## config.mk

```make
export PLATFORM = sky130hd
export DESIGN_NAME = bus_master_arbiter_flat
export DESIGN_NICKNAME = d
export VERILOG_FILES = /design/src/rtl/bus_master_arbiter_pkg.sv /design/src/rtl/bus_master_arbiter_if.sv /design/src/rtl/bus_master_arbiter_rr_pick.sv /design/src/rtl/bus_master_arbiter.sv /design/src/flat_wrapper.sv
export SDC_FILE = /design/constraint.sdc
export NUM_CORES = 1
export LEC_CHECK = 0
export ABC_AREA = 1
export BUFFER_PORTS_ARGS = -buffer_cell sky130_fd_sc_hd__buf_2
export CORE_AREA = 2 2 39 41
export DETAILED_ROUTE_END_ITERATION = 16
export DIE_AREA = 0 0 41 43
export PLACE_DENSITY = 0.63
export SETUP_SLACK_MARGIN = 0.4
export SLEW_MARGIN = 20
export SYNTH_ARGS = -nofsm -noshare
export SYNTH_HDL_FRONTEND = slang
export SYNTH_HIERARCHICAL = 1
export SYNTH_SLANG_ARGS = --single-unit
```

## constraint.sdc

```tcl
create_clock -name clk -period 2.7 [get_ports clk]
set_input_delay 0.54 -clock clk [delete_from_list [all_inputs] [get_ports clk]]
set_output_delay 0.54 -clock clk [all_outputs]
set_load 0.03 [all_outputs]
```

## src/rtl/bus_master_arbiter_pkg.sv

```systemverilog
// Shared definitions for the system-bus master arbiter: master indices,
// default master count and the arbiter FSM encoding.
package bus_arb_pkg;

  localparam int M_CPU_IF  = 0;
  localparam int M_CPU_DM  = 1;
  localparam int M_DMA     = 2;
  localparam int NUM_M_DEF = 3;

  typedef enum logic {
    ARB_IDLE = 1'b0,
    ARB_OWN  = 1'b1
  } arb_state_t;

endpackage

```

## src/rtl/bus_master_arbiter_if.sv

```systemverilog
// Request/grant bundle between the bus requesters and the arbiter.
// master = requester side, slave = arbiter side.
interface bus_master_arbiter_if
  import bus_arb_pkg::*;
#(
  parameter int NUM_M = NUM_M_DEF,
  parameter int ID_W  = $clog2(NUM_M)
);
  logic [NUM_M-1:0] req;
  logic [NUM_M-1:0] lock;
  logic             done;
  logic [NUM_M-1:0] grant;
  logic [ID_W-1:0]  grant_id;
  logic             grant_valid;
  logic             arb_timeout;

  modport master (
    output req, lock, done,
    input  grant, grant_id, grant_valid, arb_timeout
  );

  modport slave (
    input  req, lock, done,
    output grant, grant_id, grant_valid, arb_timeout
  );
endinterface

```

## src/rtl/bus_master_arbiter_rr_pick.sv

```systemverilog
// Combinational round-robin selector: first set req bit scanning upward
// from rr_ptr+1, wrapping modulo NUM_M (works for non-power-of-two NUM_M).
module rr_pick
  import bus_arb_pkg::*;
#(
  parameter int NUM_M = NUM_M_DEF,
  parameter int ID_W  = $clog2(NUM_M)
) (
  input  logic [NUM_M-1:0] req,
  input  logic [ID_W-1:0]  rr_ptr,
  output logic [ID_W-1:0]  winner,
  output logic             found
);

  function automatic logic [ID_W-1:0] wrap_idx(input int base, input int off);
    int sum;
    sum = (base + off) % NUM_M;
    return sum[ID_W-1:0];
  endfunction

  always_comb begin
    winner = '0;
    found  = 1'b0;
    for (int i = 1; i <= NUM_M; i++) begin
      if (!found && req[wrap_idx(32'(rr_ptr), i)]) begin
        winner = wrap_idx(32'(rr_ptr), i);
        found  = 1'b1;
      end
    end
  end

endmodule

```

## src/rtl/bus_master_arbiter.sv

```systemverilog
// Round-robin owner arbitration for the single system-bus master port.
// Optional bus-hang watchdog enabled by defining ARB_WATCHDOG_EN.
module bus_master_arbiter
  import bus_arb_pkg::*;
#(
  parameter int NUM_M   = NUM_M_DEF,
  parameter int ID_W    = $clog2(NUM_M),
  parameter int TIMEOUT = 1024
) (
  input  logic                clk,
  input  logic                rst,
  bus_master_arbiter_if.slave bus
);

  arb_state_t      state_q, state_d;
  logic [ID_W-1:0] owner_q, owner_d;
  logic [ID_W-1:0] rr_ptr_q, rr_ptr_d;
  logic [ID_W-1:0] winner;
  logic            found;
  logic            timeout_q, timeout_d;
  logic            keep_bus;
  logic            wd_expire;

  rr_pick #(
    .NUM_M (NUM_M),
    .ID_W  (ID_W)
  ) u_rr_pick (
    .req    (bus.req),
    .rr_ptr (rr_ptr_q),
    .winner (winner),
    .found  (found)
  );

  // A locked owner that still requests keeps the bus across the done boundary.
  assign keep_bus = bus.lock[owner_q] && bus.req[owner_q];

`ifdef ARB_WATCHDOG_EN
  localparam int               CNT_W   = (TIMEOUT > 2) ? $clog2(TIMEOUT) : 1;
  localparam logic [CNT_W-1:0] WD_LAST = CNT_W'(TIMEOUT - 1);

  logic [CNT_W-1:0] wd_cnt_q;

  always_ff @(posedge clk) begin
    if (rst || (state_q == ARB_IDLE) || bus.done) begin
      wd_cnt_q <= '0;
    end else begin
      wd_cnt_q <= wd_cnt_q + CNT_W'(1);
    end
  end

  assign wd_expire = (state_q == ARB_OWN) && !bus.done && (wd_cnt_q == WD_LAST);
`else
  logic timeout_cfg_unused;

  assign wd_expire          = 1'b0;
  assign timeout_cfg_unused = (TIMEOUT != 0);
`endif

  always_ff @(posedge clk) begin
    if (rst) begin
      state_q   <= ARB_IDLE;
      owner_q   <= '0;
      rr_ptr_q  <= ID_W'(NUM_M - 1);
      timeout_q <= 1'b0;
    end else begin
      state_q   <= state_d;
      owner_q   <= owner_d;
      rr_ptr_q  <= rr_ptr_d;
      timeout_q <= timeout_d;
    end
  end

  // On a watchdog expiry rr_ptr keeps the stalled owner so it drops to lowest priority.
  always_comb begin
    state_d   = state_q;
    owner_d   = owner_q;
    rr_ptr_d  = rr_ptr_q;
    timeout_d = 1'b0;
    case (state_q)
      ARB_IDLE: begin
        if (found) begin
          state_d  = ARB_OWN;
          owner_d  = winner;
          rr_ptr_d = winner;
        end
      end
      ARB_OWN: begin
        if (bus.done) begin
          if (!keep_bus) state_d = ARB_IDLE;
        end else if (wd_expire) begin
          state_d   = ARB_IDLE;
          timeout_d = 1'b1;
        end
      end
    endcase
  end

  always_comb begin
    bus.grant       = '0;
    bus.grant_id    = '0;
    bus.grant_valid = 1'b0;
    bus.arb_timeout = timeout_q;
    if (state_q == ARB_OWN) begin
      bus.grant[owner_q] = 1'b1;
      bus.grant_id       = owner_q;
      bus.grant_valid    = 1'b1;
    end
  end

endmodule

```

## src/flat_wrapper.sv

```systemverilog
// flat-port wrapper written by rule: the top's interface ports become plain ports
module bus_master_arbiter_flat import bus_arb_pkg::*;
#(
  parameter int NUM_M   = NUM_M_DEF,
  parameter int ID_W    = $clog2(NUM_M),
  parameter int TIMEOUT = 1024
)
  (clk, rst, bus_req, bus_lock, bus_done, bus_grant, bus_grant_id, bus_grant_valid, bus_arb_timeout);
  bus_master_arbiter_if #(.NUM_M(NUM_M), .ID_W(ID_W)) bus_i ();
  input  logic clk;
  input  logic rst;
  input wire logic [$bits(bus_i.req)-1:0] bus_req;
  input wire logic [$bits(bus_i.lock)-1:0] bus_lock;
  input wire logic [$bits(bus_i.done)-1:0] bus_done;
  output wire logic [$bits(bus_i.grant)-1:0] bus_grant;
  output wire logic [$bits(bus_i.grant_id)-1:0] bus_grant_id;
  output wire logic [$bits(bus_i.grant_valid)-1:0] bus_grant_valid;
  output wire logic [$bits(bus_i.arb_timeout)-1:0] bus_arb_timeout;
  assign bus_i.req = bus_req;
  assign bus_i.lock = bus_lock;
  assign bus_i.done = bus_done;
  assign bus_grant = bus_i.grant;
  assign bus_grant_id = bus_i.grant_id;
  assign bus_grant_valid = bus_i.grant_valid;
  assign bus_arb_timeout = bus_i.arb_timeout;
  bus_master_arbiter #(.NUM_M(NUM_M), .ID_W(ID_W), .TIMEOUT(TIMEOUT)) u_core (.clk(clk), .rst(rst), .bus(bus_i));
endmodule
```

# [Word level (Yosys, flattened, before mapping)]
# Cells that the tools add are included.
[classes] n_addsub=3 div_mod_pow=3 order_cmp=5 muxes=25 bitwise_logic=1 n_reduce_logical=7
[ops] cell="$mod 32x3->32 const B" n=3
[ops] cell="$mux 1" n=13
[ops] cell="$lt 2x3->1 const B" n=4
[ops] cell="$bmux 1 s2" n=5
[ops] cell="$mux 2" n=4
[ops] cell="$add 2x2->3 const B" n=2
[ops] cell="$logic_and 1x1->1" n=4
[ops] cell="$add 2x1->3 const B" n=1
[ops] cell="$mux 3" n=1
[ops] cell="$demux 1 s2" n=1
[ops] cell="$ge 2x1->1 const B" n=1
[ops] cell="$logic_not 1->1" n=2
[ops] cell="$pmux 1 s2" n=1
[ops] cell="$reduce_and 2->1" n=1
[ops] cell="$not 1->1" n=1
[totals] ff_bits=5 in_bits=9 output_inout_bits=7 wordCells=47

# [Depth between registers and ports, before layout]
# Gate-level depths: netlist of run 1.
[depth] ltp_word=13 mapped_depth=12 ltp_nobuf=12

# [By module]
# Netlist of run 1, hierarchy kept.
[by_module_without_submodules] mod="bus_master_arbiter" n_inst=1 cells_per_inst=34 area_each_um2=235.2 seq_area_each_um2=80.1
[by_module_without_submodules] mod="rr_pick" n_inst=1 cells_per_inst=42 area_each_um2=214.0 seq_area_each_um2=0.0

# [Worst setup path after synthesis of run 1]
# No wires, ideal clock.
[synth_timing] path_kind="reg2out" start="register u_core.state_q" end="output port bus_grant[0]" arrival_time_ps=1365 required_time_ps=2160 slack_ps=795 stages_incl_launch_ff=3 n_path_buf=0 path_cell_list="dfxtp_1 > inv_2 > nor3_1"
[synth_between] elab_chain_len=1
[synth_lines] item="start: declaration" line="bus_master_arbiter.sv:15" text="arb_state_t state_q, state_d;"
[synth_lines] item="start signal: assignment" line="bus_master_arbiter.sv:66" text="state_q <= state_d;"
[synth_lines] item="$mux 3" line="bus_master_arbiter.sv:103" text="if (state_q == ARB_OWN) begin"
[synth_lines] item="end: declaration" line="flat_wrapper.sv:15" text="output wire logic [$bits(bus_i.grant)-1:0] bus_grant;"
# Every way passes these cells.

# [Worst setup path after layout of run 1]
[layout_timing] start="register u_core.owner_q[0]" end="register u_core.state_q"
[layout_between] elab_chain_len=6 word_cells_on_any_way=8 cone_classes="7 x mux; 1 x reduce/logical"
[layout_lines] item="start: declaration" line="bus_master_arbiter.sv:16" text="logic [ID_W-1:0] owner_q, owner_d;"
[layout_lines] item="start signal: assignment" line="bus_master_arbiter.sv:67" text="owner_q <= owner_d;"
[layout_lines] item="$bmux 1 s2" line="bus_master_arbiter.sv:35" text="assign keep_bus = bus.lock[owner_q] && bus.req[owner_q];"
[layout_lines] item="$mux 1 (not written as such)" line="bus_master_arbiter.sv:35"
[layout_lines] item="$logic_and 1x1->1 *" line="bus_master_arbiter.sv:35"
[layout_lines] item="$mux 1 *" line="bus_master_arbiter.sv:89" text="if (!keep_bus) state_d = ARB_IDLE;"
[layout_lines] item="$mux 1 *" line="bus_master_arbiter.sv:88" text="if (bus.done) begin"
[layout_lines] item="$pmux 1 s2 *" line="bus_master_arbiter.sv:79" text="case (state_q)"
# Every way passes the cells marked *; elsewhere a longest branch is shown, timed or not. The select of a mux whose other input is x is not followed.
# A chain may end at the register's enable or synchronous reset.

==> results.json, run 1 <==
{
  "p_int_mw": 0.292,
  "post_cts_buffers": 0,
  "nNetsFinal": 105,
  "synth_top_cell_by_area": "dfxtp_1",
  "cp_data_required_time_ns": 2.82,
  "synth_flop_cell": "dfxtp_1",
  "cap_violations": 0,
  "routed_wl_um": 994,
  "p_leak_nw": 0.327,
  "power_mw": 0.665,
  "via_count": 534,
  "die_height_um": 43,
  "clkLatencyLatePin_ns": 0.23,
  "sw_frac_of_total_pct": 56.1,
  "dp_hpwl_um": 810,
  "hold_viol": 0,
  "top_usage_layer": "met2",
  "p_per_area_nw_per_um2": 1200,
  "grt_pass1_wl_mm": 1.60,
  "rsz0062_at_grt": "no",
  "gp_congestion": 0.841,
  "ios": 16,
  "peakVddDrop_mv": 0.488,
  "critical_path.max_fanout": 8,
  "grt_usage_pct": 12.7,
  "portBuffers": 14,
  "vias_per_cell": 4.94,
  "yosys-top-cells-count": "nand2_1, inv_1, nand3_1",
  "gr-total-overflow": 0,
  "drc": 0,
  "yosys.area_share.xor_xnor_pct": 0,
  "layout-drive-gt1-share_pct": 30.4,
  "h-tree-depth": 1,
  "area_delta_synth_final_pct": 23.4,
  "yosys.cell_count.top_type": "nand2_1",
  "seq_power_share_pct": 18.2,
  "cts_sinks": 4,
  "crit_type": "flip-flop to flip-flop",
  "gr-usage-met3_pct": 4.71,
  "startpoint_type": "flip-flop",
  "ys_seq_area_share_pct": 17.8,
  "cts_resized": 0,
  "fmax_mhz": 544,
  "clock_tree.root_cell": "clkbuf_4",
  "synth-adder-area-share_pct": 5.57,
  "synth_edf_count": 0,
  "power.switching_mw": 0.373,
  "die_w_um": 41,
  "clock_path_buffers": 2,
  "numCtsBuffers": 3,
  "clkSlewWorstSetupHoldPaths_ns": 0.04,
  "synth_top_family_by_area": "simple AND/OR/NAND/NOR gates",
  "hold_class": "flip-flop to flip-flop",
  "outcome": "complete, no violations",
  "muxShareOfSynthArea_pct": 0,
  "synth_compound_area_share_pct": 12.8,
  "cp-end-kind": "flip-flop",
  "synth-simple-area-share_pct": 49.6,
  "grt_start_max_net_pins": 9,
  "cp.arrival_ns": 1.96,
  "syn_area_um2": 449,
  "synth_fp_nets": 87,
  "antenna_found_initial": 0,
  "cts_tree": "yes",
  "finalCriticalPeriod_ns": 1.84,
  "gr-usage-met1_pct": 15.1,
  "start_util_pct": 32.5,
  "diodes": 0,
  "drtIter0Drc": 21,
  "synth_area_leaders": "dfxtp_1, nand2_1, inv_1",
  "dr.pass1.iters": 4,
  "clock_power_share_pct": 11.0,
  "synth_top_cell_area_share_pct": 17.8,
  "setup_violations": 0,
  "grtUsageMet2_pct": 20.9,
  "period_share_pct": 68.1,
  "drtAntennaViolNets": 0,
  "async_flop_share_pct": 0,
  "grt_pass1_vias": 444,
  "fin_tns_setup_ns": 0,
  "synth.distinct_cells": 20,
  "fp.coreArea_um2": 1380,
  "pwr-share-comb_pct": 70.8,
  "fp-row-count": 14,
  "die-area_um2": 1760,
  "yosysWarnings": 6,
  "cts_hold_buf": 0,
  "synth_seq_cells": 4,
  "netlist_instances": 76,
  "synth_area_per_cell_um2": 5.91,
  "slew_violations": 0,
  "finClkSkew_ns": 0.00151,
  "wl_per_cell_um": 9.20
}
==> kinds of logic after synthesis <==
| logic type | after synthesis |
|---|---|
| buf+inv | 15 |
| flops | 4 |
| fa+ha+maj | 2 |
| compound gates | 9 |
| simple gates | 45 |
| other cells | 1 |
==> metrics by stage <==
stage | util, % | std cells | hold slack, ns | instance area, µm² | worst slack, ns
after global placement | 38.4 | 105 | 0.497 | 532 | 0.915
after detailed placement | 38.4 | 105 | 0.506 | 532 | 0.878
final | 40.1 | 108 | 0.510 | 554 | 0.862
after CTS | 40.1 | 108 | 0.514 | 554 | 0.868
after floorplan | - | 76 | 0.452 | 449 | 0.795
after global routing | 40.1 | 108 | 0.519 | 554 | 0.723
==> registers in the layout (all words and copies together) (netlist names) <==
| signal | count |
|---|---|
| u_core/rr_ptr_q | 1 |
| u_core/owner_q | 2 |
| u_core/state_q | 1 |
==> power by group through the flow <==
stage | Sequential [mW] | Clock (mW) | Combinational (mW)
3_3_place_gp | 0.121 | 0 | 0.460
5_1_grt | 0.125 | 0.0821 | 0.521
6_report | 0.121 | 0.0730 | 0.471
3_5_place_dp | 0.122 | 0 | 0.468
4_1_cts | 0.121 | 0.0787 | 0.468
2_1_floorplan | 0.128 | 0 | 0.368
==> layout by cell type (no fill, tap or decap) <==
cell type and instances:
nand2_1 19, buf_2 14, inv_1 12, nand3_1 8
nor2_1 6, dfxtp_1 4, clkbuf_4 3, nand3_2 3
a21oi_1 3, o21ai_0 3, nand4_1 3, inv_2 2
nor3_1 2, nand2_2 2, ha_1 2, nand2_4 1
o21ai_2 1, nor2_2 1, a211oi_2 1, conb_1 1
a31oi_1 1
==> area by class of cell <==
class / instances / area [µm²]
Multi-Input combinational cell: 57 / 309
Fill cell: 150 / 830
Timing Repair Buffer: 14 / 70.1
Sequential cell: 4 / 80.1
Clock buffer: 3 / 22.5
Tap cell: 16 / 20.0
Inverter: 14 / 52.6
==> worst paths after layout <==
path	startpoint	endpoint	slack, ns	cells past startpoint
min reg2reg	u_core/rr_ptr_q[1]	u_core/rr_ptr_q[1]	0.51	2
max reg2reg	u_core/owner_q[0]	u_core/state_q	0.86	11
max	u_core/owner_q[0]	u_core/state_q	0.86	11
min	u_core/rr_ptr_q[1]	u_core/rr_ptr_q[1]	0.51	2
==> critical path, stage by stage (launching register included) <==
cell,delay (ns)
dfxtp_1,0.41
inv_1,0.07
ha_1,0.41
inv_2,0.09
nand2_2,0.07
nand3_2,0.06
nand2_2,0.10
nand4_1,0.16
nand2_4,0.14
o21ai_2,0.05
nor2_1,0.09
a21oi_1,0.06
==> per-layer routing <==
metal | share of wire [%] | up-vias
li1 | - | 278
met4 | 0 | 0
met3 | 6.8 | 0
met1 | 45 | 235
met2 | 48 | 21
met5 | 0 | -
(Power assumes the default switching activity.)
==> run 2: changes to the inputs <==
- PLACE_DENSITY: 0.63 -> 0.65
- clock period: 2.7 -> 1.55 ns (I/O delays scaled with it)
==> run 2 against run 1 <==
Effect of this change:
- cell count increased by 13%
- non-clock buffer count increased by 13
- routed wire length increased by 33%
- highest routed layer unchanged
- critical endpoint unchanged
- via count increased by 9.0%
- critical path depth unchanged
- the run now ends with setup timing left
- largest power group unchanged
- setup slack got worse by 0.88 ns
- total power increased by 150%
- global-route usage increased by 4.1 points
- utilization increased by 15 points
- sequential power increased by 130%
- die area unchanged
- sequential share of layout area decreased by 2.3 points
==> results.json, run 2 (same netlist as run 1, synthesis figures left out) <==
{
  "rsz0062_at_grt": "yes",
  "multi_input_area_um2": 352,
  "sw_frac_of_total_pct": 49.8,
  "finalCriticalPeriod_ns": 1.56,
  "wl_met1_um": 537,
  "rrSetupSlack_ns": -0.01,
  "portBuffers": 14,
  "fillers": 132,
  "final_common_cell": "nand2_1",
  "cap_violations": 0,
  "area_delta_synth_final_pct": 69.9,
  "clkSlewWorstSetupHoldPaths_ns": 0.05,
  "clkLatencyLatePin_ns": 0.25,
  "grt_pass1_wl_mm": 1.97,
  "reg_top3": "u_core/owner_q x2, u_core/rr_ptr_q x1, u_core/state_q x1",
  "gr-total-overflow": 0,
  "pre_cts_slack_ns": -0.0197,
  "die-area_um2": 1760,
  "routed_wl_mm": 1.32,
  "dr_wl_met2_um": 734,
  "pwr-share-comb_pct": 74.1,
  "finClkSkew_ns": 0.0114,
  "crit_type": "flip-flop to flip-flop",
  "die_height_um": 43,
  "largest-register": "u_core/owner_q",
  "violations": "setup timing",
  "ios": 16,
  "slew_violations": 0,
  "power.switching_mw": 0.815,
  "p_int_mw": 0.821,
  "hold_class": "input pin to flip-flop",
  "fin_cells": 122,
  "wl_met3_um": 49,
  "drtIter0Drc": 11,
  "cts_tree": "yes",
  "gp_congestion": 0.835,
  "grt_usage_pct": 16.8,
  "layout-drive-gt1-share_pct": 53.8,
  "clock_path_buffers": 2,
  "clock_tree.root_cell": "clkbuf_4",
  "drtAntennaViolNets": 0,
  "numCtsBuffers": 3,
  "top_layer_used": "met3",
  "startpoint_type": "flip-flop",
  "setup_violations": 1,
  "setup_ws_ns": -0.0131,
  "outcome": "finished, violations left",
  "h-tree-depth": 1,
  "fin_tns_setup_ns": -0.0131,
  "placedCellCount": 109,
  "cp_data_required_time_ns": 1.69,
  "die_w_um": 41,
  "hold_viol": 0,
  "cp-end-kind": "flip-flop",
  "start_util_pct": 32.5,
  "critical_path.max_fanout": 6,
  "cts_hold_buf": 0,
  "antenna_found_initial": 0,
  "seq_power_share_pct": 16.7,
  "nNetsFinal": 118,
  "final_cell_mix": "nand2_1, buf_4, buf_2, nand3_1, buf_6",
  "fp.coreArea_um2": 1380,
  "clock_power_share_pct": 9.2,
  "grt_pass1_vias": 503,
  "seq_area_um2": 92.6,
  "p_leak_nw": 0.403,
  "drc": 0,
  "via_count": 582,
  "wl_per_cell_um": 10.8,
  "grt_start_max_net_pins": 8,
  "cts_sinks": 4,
  "vias_per_cell": 4.77,
  "dr.pass1.iters": 4,
  "largest_reg_flops": 2,
  "peakVddDrop_mv": 0.709,
  "diodes": 0,
  "dp_hpwl_um": 846,
  "fp-row-count": 14,
  "cp.arrival_ns": 1.70,
  "period_share_pct": 101,
  "fmax_mhz": 640,
  "p_per_area_nw_per_um2": 2140
}
## run 2: changes by cell type in the layout (fill, tap and decap cells not counted), sizes merged
cell / delta
buf: +13
clkbuf: +1
## run 2: layout make-up
cell class | count | area share (%)
Tap cell | 16 | 2.62
Clock buffer | 4 | 3.44
Inverter | 14 | 8.85
Sequential cell | 4 | 12.1
Multi-Input combinational cell | 57 | 46.1
Timing Repair Buffer | 27 | 26.9
## run 2: worst max-delay path, stage by stage (launching register included)
cell     delay [ns]
dfxtp_4        0.37
inv_4          0.04
ha_4           0.29
inv_4          0.05
nand2_2        0.05
nand3_2        0.06
nand2_2        0.09
nand4_1        0.16
nand2_4        0.14
o21ai_2        0.05
nor2_1         0.08
a21oi_1        0.07
## run 2: worst paths after layout
kind / start / endpoint / depth (start not counted)
max: u_core/owner_q[0] / u_core/state_q / 11
min: rst / u_core/owner_q[0] / 2
max reg2reg: u_core/owner_q[0] / u_core/state_q / 11
min reg2reg: u_core/rr_ptr_q[1] / u_core/rr_ptr_q[1] / 2
## run 2: per-layer routing
metal	global-route usage, %	up-vias
met2	25.3	15
met5	0	-
met3	7.85	0
met1	19.0	259
met4	8.00	0
li1	-	308
## run 2: timing repair
| item | in CTS | in global routing |
|---|---|---|
| resized for setup | 17 | 19 |
| pin swaps | 3 | 5 |
| setup endpoints to repair | 10 | 10 |
| buffers inserted | 4 | 5 |
## run 2: stage by stage
step	hold slack [ns]	total power [mW]	cell area [µm²]	utilization, %
detailed placement	0.526	1.14	586	42.3
global route	0.271	1.77	763	55.2
finish	0.263	1.64	763	55.2
floorplan	0.374	0.929	473	-
global placement	0.526	1.14	586	42.3
CTS	0.258	1.44	676	48.8
## run 2: power groups by stage
stage	combinational (mW)	sequential, mW	clock [mW]
3_5_place_dp	0.908	0.231	0
3_3_place_gp	0.906	0.230	0
6_report	1.21	0.273	0.150
5_1_grt	1.33	0.277	0.162
4_1_cts	1.05	0.230	0.157
2_1_floorplan	0.689	0.240	0
